[src/rtl/cpu_param.sv]
// cpu_param: parametrised accumulator CPU with FETCH/OPERAND instruction FSM.
// Ports:
//   clk       - clock, all state updates on rising edge
//   reset     - asynchronous active-low reset
//   in        - instruction or operand word (DATA_W bits)
//   out       - registered output data, holds between output instructions
//   out_valid - one-cycle strobe after out is updated
//   carry     - carry/borrow flag (0 unless CPU_FLAGS_EN is defined)
//   zero      - result-zero flag (0 unless CPU_FLAGS_EN is defined)
// Optional feature macro: CPU_FLAGS_EN enables the carry/zero flag registers.
module cpu_param #(
  parameter int DATA_W = 8,
  parameter int ADDR_W = 4
) (
  input  logic              clk,
  input  logic              reset,
  input  logic [DATA_W-1:0] in,
  output logic [DATA_W-1:0] out,
  output logic              out_valid,
  output logic              carry,
  output logic              zero
);
  typedef enum logic {FETCH, OPERAND} state_t;
  state_t state;
  logic [DATA_W-1:0] a, b, c, res;
  logic [DATA_W-1:0] mem [2**ADDR_W];
  logic [3:0] op, pend_op;
  logic [ADDR_W-1:0] addr, pend_addr;
  assign op = in[DATA_W-1 -: 4];
  assign addr = in[ADDR_W-1:0];
  always_comb begin
    res = '0;
    case (op)
      4'd0: res = a + b;
      4'd1: res = a - b;
      4'd2: res = a + DATA_W'(1);
      4'd3: res = a - DATA_W'(1);
      4'd4: res = a + b + DATA_W'(1);
      4'd5: res = -a;
      default: res = '0;
    endcase
  end
  // Memory has no reset; contents survive reset pulses.
  always_ff @(posedge clk) begin
    if (state == FETCH && op == 4'd9) mem[addr] <= c;
    else if (state == OPERAND && pend_op == 4'd8) mem[pend_addr] <= in;
  end
  always_ff @(posedge clk or negedge reset) begin
    if (!reset) begin
      state <= FETCH;
      a <= '0;
      b <= '0;
      c <= '0;
      out <= '0;
      out_valid <= 1'b0;
      pend_op <= '0;
      pend_addr <= '0;
    end else begin
      out_valid <= 1'b0;
      if (state == OPERAND) begin
        // Second word of a two-word instruction: never decoded as an opcode.
        state <= FETCH;
        case (pend_op)
          4'd6: a <= in;
          4'd7: b <= in;
          4'd10: c <= mem[pend_addr];
          4'd12: begin
            out <= mem[pend_addr];
            out_valid <= 1'b1;
          end
          default: ;
        endcase
      end else begin
        case (op)
          4'd0, 4'd1, 4'd2, 4'd3, 4'd4, 4'd5: c <= res;
          4'd11: begin
            out <= c;
            out_valid <= 1'b1;
          end
          4'd13: a <= c;
          4'd14: b <= c;
          4'd6, 4'd7, 4'd8, 4'd10, 4'd12: begin
            state <= OPERAND;
            pend_op <= op;
            pend_addr <= addr;
          end
          default: ;
        endcase
      end
    end
  end
`ifdef CPU_FLAGS_EN
  logic cy;
  // Carry derived from the wrapped result: an add wrapped iff the sum fell below A.
  always_comb begin
    cy = 1'b0;
    case (op)
      4'd0: cy = res < a;
      4'd1: cy = a < b;
      4'd2: cy = a == '1;
      4'd3: cy = a == '0;
      4'd4: cy = res <= a;
      4'd5: cy = a != '0;
      default: cy = 1'b0;
    endcase
  end
  always_ff @(posedge clk or negedge reset) begin
    if (!reset) begin
      carry <= 1'b0;
      zero <= 1'b0;
    end else if (state == FETCH && op <= 4'd5) begin
      carry <= cy;
      zero <= res == '0;
    end
  end
`else
  assign carry = 1'b0;
  assign zero = 1'b0;
`endif
endmodule

[config.mk]
export PLATFORM = sky130hd
export DESIGN_NAME = cpu_param
export DESIGN_NICKNAME = d
export VERILOG_FILES = /design/src/rtl/cpu_param.sv
export SDC_FILE = /design/constraint.sdc
export NUM_CORES = 1
export LEC_CHECK = 0
export ABC_AREA = 1
export CORE_ASPECT_RATIO = 0.6
export CORE_UTILIZATION = 48
export CTS_CLUSTER_DIAMETER = 60
export DETAILED_ROUTE_END_ITERATION = 12
export DONT_BUFFER_PORTS = 1
export GPL_TIMING_DRIVEN = 1
export PLACE_DENSITY = 0.73
export SLEW_MARGIN = 0
export SYNTH_ARGS = -nofsm -noshare
export SYNTH_HDL_FRONTEND = slang
export SYNTH_SLANG_ARGS = --single-unit
[constraint.sdc]
create_clock -name clk -period 2.97 [get_ports clk]
set_input_delay 0.297 -clock clk [delete_from_list [all_inputs] [get_ports clk]]
set_output_delay 0.297 -clock clk [all_outputs]
set_load 0.01 [all_outputs]
==> results.tsv, run 1 <==
stage	metric	value	unit
final_layout	fin_cells	1113	
route	ant_nets	0	
cts	clockBufferDepth	2	
pwr	comb_power_share	35.0	%
worst_hold_path	min_from	in[7]	
sta	period_needed	2.60	ns
cts	cts_sinks	170	
yosys	synth_top_cell_by_area	edfxtp_1	
placed_design	dp_hpwl	16.0	mm
final_layout	area_growth	12.6	%
critical_path	cp.required	3.09	ns
yosys	synthDistinctLibCells	43	
worst_hold_path	hp-class	in2reg	
route	drt-initial-drc-count	726	
grt	grt_pass1_wl	34.6	mm
critical_path	ff2ff_path_depth	6	
yosys	ys_seq_area_share	58.6	%
critical_path	arrival	2.73	ns
final_layout	num-fill-cells	1395	
cts	cts_tree	done	
critical_path	start_kind	flop	
final_layout	regArea	4900	um2
die	fp-row-count	36	
yosys	yosysWarnings	0	
route	drc	0	
sta	hold_viol_final	0	
sta	max_slew.worst_pin.slew	0.855	ns
yosys	synth_area_leaders	edfxtp_1, dfrtp_1, nand2_1	
job	timing.max_cap.violations	0	
sta	rsz0062_at_grt	false	
yosys	yosys.area.top_type_share	46.0	%
route	via_per_inst	5.91	
grt	grt_max_degree	46	
sta	fmax	384	MHz
critical_path	max_stage_delay	0.45	ns
placed_design	dp_slack	0.385	ns
critical_path	r2r_end	mem[4][3]	
sta	finClkSkew	0.0214	ns
route	vias	6582	
cts	ctsRootBufferMaster	clkbuf_16	
worst_hold_path	hold_end	pend_op[3]	
critical_path	crit_type	reg2reg	
die	start_util	50.3	%
cts	cts.reportedPaths.clkPinSlew	0.08	ns
sta	setup_viol	0	
critical_path	cp_num_buf_inv	1	
sta	setup_ws	0.366	ns
pwr	total_power	8.51	mW
die	ios	21	
die	die_h	104	um
sta	slew_viol_final	0	
grt	grt_pass1_vias	5934	
worst_hold_path	min_path_cells	2	
yosys	syn_avg_cell_area	9.88	um2
die	die_w	172	um
cts	numCtsBuffers	17	
pwr	p_sw	3.37	mW
placed_design	dp.cells	1079	
grt	grtUsageTotal	26.0	%
pwr	power_leakage	3.65	nW
route	drtPass1Iterations	5	
pwr	switching_share	39.6	%
sta	hold_ws	0.126	ns
final_layout	multi_input_area	3050	um2
yosys	synth_area	8360	um2
run_status	status	complete, no violations	
grt	antenna_found_initial	0	
final_layout	n_antenna_cell	0	
placed_design	gp_congestion	0.908	
yosys	syn_inst	846	
cts	htree_levels	4	
pwr	p_clk_share	25.8	%
sta	finalCritPeriodShare	87.7	%
cts	clock_latency	0.43	ns
die	core_area	16600	um2
sta	maxSlewHeadroom	43.0	%
yosys	synth_edf_count	128	
placed_design	port_buffers	0	
critical_path	crit_chain	nor3_1, nand2_1, o21ai_0, nand3_1, nor2_1, buf_4	
critical_path	critPathMaxFanout	16	
route	drt_wl_total	22.3	mm
critical_path	path_delay_family	simple AND/OR/NAND/NOR gates	
die	dieArea	18000	um2
sta	tns	0	ns
critical_path	regToRegSetupSlack	0.37	ns
critical_path	cp-end-kind	flop	
cts	cts_resized	0	
pwr	vdd_ir_drop_max	371	uV
route	routedWlPerCell	20.0	um
grt	grt-ovfl-total	0	
pwr	p_int	5.14	mW
yosys	async_reset_ff_share	24.7	%
pwr	powerDensity	904	nW/um2
final_layout	drive_above_1_share	12.8	%
yosys	ys_seq_elements	170	
yosys	synthFlopType	edfxtp_1	
critical_path	timing.rr.start	pend_op[2]	
final_layout	nets	900	
critical_path	crit_slowest_cell	o21ai_0	
pwr	sequentialPowerShare	39.2	%
[synthesized netlist by cell type (9+ instances only)]
library cell	count
nand2_1	148
edfxtp_1	128
nor2_1	115
o21ai_0	108
inv_1	56
nand3_1	55
dfrtp_1	42
o221ai_1	22
a21oi_1	21
clkbuf_1	20
ha_1	16
a31oi_1	12
o211ai_1	11
o22ai_1	11
nand2_2	10
buf_2	9
[cell families (layout without fill, tap and decap cells)]
| group | Yosys count | in the layout | synth area share [%] |
|---|---|---|---|
| xor gates and xnor gates | 5 | 5 | 0.524 |
| muxes | 7 | 7 | 0.943 |
| and+or+nand+nor | 354 | 354 | 18.6 |
| other | 1 | 2 | 0.0449 |
| buffers and inverters | 98 | 136 | 4.94 |
| adders and majority gates | 18 | 18 | 2.87 |
| AOI/OAI and AO/OA | 193 | 193 | 13.5 |
| DFF | 170 | 170 | 58.6 |
[worst register-to-register path, cell delays in order, from the launching register on]
cell and delay (ns):
dfrtp_1 0.42, nor3_1 0.25, nand2_1 0.39, o21ai_0 0.46, nand3_1 0.21, nor2_1 0.32, buf_4 0.24
[power groups by stage]
stage          combinational [mW]  clock [mW]  sequential [mW]
5_1_grt                      3.31        2.29             3.38
4_1_cts                      2.91        2.20             3.33
3_3_place_gp                 2.83           0             3.37
3_5_place_dp                 2.88           0             3.37
6_report                     2.98        2.19             3.34
2_1_floorplan                2.16           0             3.24
[cells in the final DEF, fill, tap and decap left out, types with 6 or more instances in the layout]
cell type,synthesis,layout
a21oi_1,21,21
dfrtp_1,42,41
nand3_1,55,55
o21ai_0,108,108
clkbuf_16,0,17
nand2_1,148,148
ha_1,16,16
mux2_2,7,7
clkinv_8,0,6
edfxtp_1,128,128
buf_4,3,40
o221ai_1,22,22
inv_1,56,56
a31oi_1,12,12
nor2_1,115,115
nand4_1,7,7
nand2_2,10,10
o22ai_1,11,11
o211ai_1,11,11
[stage by stage]
step / area, um2 / utilization [%]
2_1_floorplan: 8360 / -
5_1_grt: 9410 / 56.6
3_3_place_gp: 8770 / 52.8
6_report: 9410 / 56.6
3_5_place_dp: 8770 / 52.8
4_1_cts: 9410 / 56.6
[what timing repair did]
action,4_1_cts,5_1_grt
hold buffers,2,0
hold endpoints to repair,42,0
buffers inserted,0,0
[sequential cells by signal, summed over array words and instances (netlist names)]
signal and count:
mem 128, a 8, b 8, c 8, out 8, pend_addr 4, pend_op 4, out_valid 1
state 1
[metal layers]
layer  part of all wire (%)  routed length, um  GRT usage, %
met1                     48              10700          44.1
met4                   0.45                101          4.55
met3                     13               3000          6.58
met5                   0.44                 98          4.64
met2                     38               8440          31.9
[worst max path at each step]
stage | to | from | cells past startpoint | slack (ns)
after floorplan | c[6] | a[0] | 14 | 0.74
after global placement | c[6] | in[6] | 18 | 0.41
after detailed placement | c[6] | in[6] | 18 | 0.39
after CTS | mem[4][3] | pend_op[2] | 6 | 0.47
after global routing | mem[4][3] | pend_op[2] | 6 | 0.11
final | mem[4][3] | pend_op[2] | 6 | 0.37
[cell type report]
cell class | count | share of cell area (%)
sequential | 170 | 52.0
multi-input combinational | 579 | 32.5
clock buffer | 17 | 4.52
timing repair buffer | 42 | 3.59
tap | 228 | 3.03
inverter | 62 | 2.50
clock inverter | 15 | 1.89
Power figures use the tool's default switching activity.
==> inputs of run 2 (changes only) <==
--- a/config.mk
+++ b/config.mk
@@ -14,4 +14,5 @@
 export GPL_TIMING_DRIVEN = 1
 export PLACE_DENSITY = 0.73
+export REMOVE_ABC_BUFFERS = 1
 export SLEW_MARGIN = 0
 export SYNTH_ARGS = -nofsm -noshare
==> constraint.sdc (replaced) <==
create_clock -name clk -period 2.97 [get_ports clk]
set_input_delay 0.594 -clock clk [delete_from_list [all_inputs] [get_ports clk]]
set_output_delay 0.594 -clock clk [all_outputs]
set_load 0.01 [all_outputs]
==> run 2 against run 1 <==
  * The run now ends with negative hold slack left
  * Clock-buffer cell count is 2 higher
  * Non-clock buffer count unchanged
  * Sequential power decreased by 1%
  * Global-route usage decreased by 0.60 points
  * Critical path type unchanged
  * Critical endpoint is now mem[15][3]
==> results.tsv, run 2 (synthesized netlist as in run 1, its figures left out) <==
stage	metric	value	unit
final_layout	mostFrequentLayoutCell	nand2_1	
pwr	powerDensity	910	nW/um2
final_layout	top_register	mem	
sta	finalCritPeriodShare	88.8	%
cts	cts_tree	done	
cts	ctsRootBufferMaster	clkbuf_16	
route	via_per_inst	5.89	
critical_path	cp.required	3.01	ns
cts	numCtsBuffers	17	
placed_design	dp.cells	1080	
grt	grt_pass1_vias	5754	
final_layout	drive_above_1_share	12.9	%
grt	grt-ovfl-total	0	
final_layout	num-fill-cells	1394	
pwr	total_power	8.54	mW
sta	fmax	379	MHz
sta	slew_viol_final	0	
final_layout	final_area	9390	um2
final_layout	layout_common_cells	nand2_1, edfxtp_1, nor2_1, o21ai_0, inv_1	
cts	clock_latency	0.43	ns
cts	postCtsSetupBuffers	0	
sta	setup_viol	0	
final_layout	nets	900	
critical_path	r2r_end	mem[15][3]	
route	routedWlPerCell	19.6	um
placed_design	dpl_cell_area	8790	um2
critical_path	startpoint	pend_op[2]	
die	die_h	104	um
sta	hold_ws	-0.00842	ns
critical_path	regToRegSetupSlack	0.33	ns
sta	rsz0062_at_grt	false	
worst_hold_path	hp-class	in2async	
die	dieArea	18000	um2
cts	cts.reportedPaths.clkPinSlew	0.07	ns
final_layout	final_util	56.5	%
critical_path	crit_type	reg2reg	
critical_path	arrival	2.68	ns
placed_design	port_buffers	0	
cts	clockBufferDepth	2	
die	ios	21	
final_layout	multi_input_area	3050	um2
die	fp-row-count	36	
critical_path	crit_end	mem[15][3]	
sta	max_slew.worst_pin.slew	0.992	ns
die	start_util	50.3	%
final_layout	largest_reg_flops	128	
final_layout	area_growth	12.3	%
critical_path	ff2ff_path_depth	8	
grt	grt_max_degree	43	
pwr	power_leakage	3.64	nW
sta	period_needed	2.64	ns
placed_design	gp_congestion	0.951	
critical_path	cp-end-kind	flop	
run_status	status	finished, violations left	
grt	antenna_found_initial	0	
cts	htree_levels	4	
route	drt_wl_total	21.9	mm
die	die_w	172	um
grt	grt_pass1_wl	33.6	mm
route	drtPass1Iterations	5	
critical_path	start_kind	flop	
placed_design	dp_hpwl	15.7	mm
pwr	vdd_ir_drop_max	389	uV
job	timing.max_cap.violations	0	
cts	cts_sinks	170	
grt	grtUsageTotal	25.4	%
die	core_area	16600	um2
run_status	violations	negative hold slack	
route	drt-initial-drc-count	1091	
sta	finClkSkew	0.0193	ns
route	vias	6551	
critical_path	critPathMaxFanout	19	
route	ant_nets	0	
final_layout	regArea	4900	um2
critical_path	timing.rr.start	pend_op[2]	
sta	tns	0	ns
final_layout	n_antenna_cell	0	
placed_design	dp_slack	0.340	ns
route	drc	0	
final_layout	fin_cells	1113	
sta	hold_viol_final	10	
sta	setup_ws	0.333	ns
sta	maxSlewHeadroom	33.6	%
==> run 2: cell count changes in the layout (fill, tap and decap cells not counted), moves of 2 or more <==
cell	delta
inv_6	+4
buf_12	+2
inv_8	-2
clkinv_2	+2
clkbuf_16	+2
clkinv_4	-2
clkinv_8	-6
==> run 2: where the power goes <==
part | internal (mW) | switching, mW | total [mW] | leakage, nW
clock | 1.19 | 0.968 | 2.16 | 0.286
combinational | 1.07 | 2.03 | 3.10 | 1.71
sequential | 2.99 | 0.298 | 3.29 | 1.64
==> run 2: critical path, stage by stage (launching register included) <==
cell and delay, ns:
dfrtp_1 0.41, nor3_1 0.31, nand2_1 0.08, buf_4 0.20, nand2_1 0.07, o21ai_0 0.14, inv_1 0.11, nand3_1 0.13
nor2_1 0.78
==> run 2: layout make-up <==
type / count / area share (%)
clock buffers: 19 / 5.07
well taps: 228 / 3.04
clock inverters: 13 / 1.05
flip-flops and latches: 170 / 52.2
repair buffers: 42 / 3.63
multi-input cells: 579 / 32.5
inverters: 62 / 2.51
==> run 2: worst min-delay path by stage <==
| stage | depth (start not counted) | slack (ns) | start | to |
|---|---|---|---|---|
| global route | 1 | 0.007 | reset | pend_op[0] |
| floorplan | 0 | 0.30 | reset | a[0] |
| CTS | 1 | 0.001 | reset | out[7] |
| finish | 1 | -0.008 | reset | pend_op[0] |
| detailed placement | 0 | 0.30 | reset | out[7] |
| global placement | 0 | 0.30 | reset | pend_op[1] |
==> run 2: what timing repair did <==
| action | CTS | global route |
|---|---|---|
| hold endpoints to repair | 42 | 0 |
| gates resized for setup | 0 | 0 |
| hold buffers | 1 | 0 |
==> run 2: routing by layer <==
metal,GRT usage (%),vias up,share of wire [%]
met5,0,-,0
met4,5.88,0,0.95
met3,7.12,21,12
met2,29.3,360,36
met1,44.0,3145,51
li1,-,3025,-
==> inputs of run 3 (changes only) <==
Settings changed: CORE_UTILIZATION 48 to 50, PLACE_DENSITY 0.73 to 0.75.
==> run 3 against run 2 <==
  * The flow now finishes without violations
  * Final area grew 0.85%
  * First-iteration DRC count down 14%
  * Hold slack improved by 0.43 ns
  * Highest routed layer unchanged
==> results.tsv, run 3 (synthesized netlist as in run 1, its figures left out) <==
stage	metric	value	unit
route	drt-initial-drc-count	939	
cts	clockBufferDepth	2	
final_layout	area_growth	13.2	%
die	fp-row-count	36	
sta	tns	0	ns
sta	finalCritPeriodShare	88.0	%
cts	htree_levels	4	
final_layout	final_util	58.0	%
critical_path	critPathMaxFanout	4	
final_layout	top_register	mem	
sta	maxSlewHeadroom	46.9	%
die	die_w	169	um
die	dieArea	17300	um2
route	vias	6580	
critical_path	crit_chain	ha_1, fa_1, nand3_1, nand2_2, ha_1, inv_1, nor2_2, nand3_2, o21ai_0, nand2_1, nand2_1, nand2_1, nand2_1, a21oi_2	
run_status	status	complete, no violations	
critical_path	crit_top_cell	nand2_1	
final_layout	layout_common_cells	nand2_1, edfxtp_1, nor2_1, o21ai_0, inv_1	
cts	cts_resized	0	
grt	busiest_layer	met1	
cts	clock_latency	0.43	ns
critical_path	cp.required	3.28	ns
grt	met2_usage	34.5	%
sta	setup_viol	0	
sta	period_needed	2.61	ns
critical_path	arrival	2.92	ns
sta	rsz0062_at_grt	false	
final_layout	largest_reg_flops	128	
grt	grt_pass1_vias	5815	
worst_hold_path	hp-class	in2reg	
grt	grtUsageMet3	8.79	%
placed_design	dp_hpwl	15.6	mm
route	ant_nets	0	
job	timing.max_cap.violations	0	
route	drt_wl_total	22.6	mm
route	drtPass1Iterations	5	
route	via_per_inst	5.91	
pwr	vdd_ir_drop_max	446	uV
pwr	total_power	8.84	mW
cts	postCtsSetupBuffers	0	
sta	hold_ws	0.418	ns
final_layout	drive_above_1_share	12.8	%
die	core_area	16300	um2
cts	cts_tree	done	
grt	grt-ovfl-total	0	
sta	slew_viol_final	0	
cts	cts.reportedPaths.clkPinSlew	0.07	ns
cts	cts_sinks	170	
sta	fmax	383	MHz
sta	max_slew.worst_pin.slew	0.796	ns
sta	hold_viol_final	0	
critical_path	start_kind	flop	
pwr	powerDensity	934	nW/um2
pwr	power_leakage	3.67	nW
grt	grtUsageTotal	27.6	%
critical_path	max_stage_delay	0.52	ns
grt	grt_pass1_wl	34.5	mm
die	start_util	51.3	%
placed_design	gp_congestion	0.940	
route	drc	0	
critical_path	crit_slowest_cell	fa_1	
sta	finClkSkew	0.0125	ns
final_layout	n_antenna_cell	0	
route	routedWlPerCell	20.3	um
final_layout	mostFrequentLayoutCell	nand2_1	
die	die_h	102	um
cts	numCtsBuffers	17	
critical_path	crit_type	reg2reg	
grt	antenna_found_initial	0	
placed_design	port_buffers	0	
critical_path	cp-end-kind	flop	
grt	grt_util_met1	45.1	%
final_layout	nets	901	
cts	ctsRootBufferMaster	clkbuf_16	
grt	grt_max_degree	67	
die	ios	21	
==> run 3: cell types whose count changed in the layout (fill, tap and decap cells not counted), sizes merged <==
cell and change:
dlygate4sd3 +1, bufinv +4, clkinv -1, inv -2
clkbuf -1
==> run 3: layout make-up <==
cell class,instances,area (um2)
clock buffer,18,429
sequential,170,4900
multi-input combinational,579,3050
timing repair buffer,43,358
clock inverter,14,208
inverter,62,235
tap,228,285
fill,1367,6840
==> run 3: through the flow <==
step                      setup slack [ns]  std cells  instance area [um2]
final                                0.357       1114                 9470
after global routing                 0.106       1114                 9470
after CTS                            0.424       1114                 9470
after detailed placement             0.306       1080                 8790
after global placement               0.389       1080                 8790
after floorplan                      0.179        811                 8180
==> run 3: worst paths after layout <==
kind / to / startpoint / slack, ns / cells past startpoint
worst max-delay path: c[6] / a[0] / 0.36 / 14
worst min-delay path: pend_addr[3] / in[3] / 0.42 / 2
worst max register to register: c[6] / a[0] / 0.36 / 14
worst min register to register: pend_op[3] / pend_op[3] / 0.55 / 2
max in group asynchronous: pend_addr[0] / reset / 2.09 / 2
min in group asynchronous: pend_op[3] / reset / 0.65 / 2
==> run 3: what timing repair did <==
action,CTS,global route
hold endpoints to repair,42,0
hold buffers,2,0
setup endpoints to repair,0,0
==> run 3: routing by layer <==
layer	part of all wire [%]	wire length (um)
met1	47	10500
met2	38	8650
met3	14	3180
met4	0.97	218
met5	0	0
==> run 3: worst max-delay path, delay by kind of cell, from the launching register on <==
family,cells,cell delay [ns]
compound gates,2,0.25
fa+ha+maj,3,0.95
buf+inv,1,0.06
flops,1,0.43
simple gates,8,0.80
==> run 3: where the power goes <==
group / internal [mW] / total, mW / switching [mW]
sequential: 2.99 / 3.33 / 0.342
combinational: 1.05 / 3.12 / 2.06
clock: 1.43 / 2.40 / 0.966
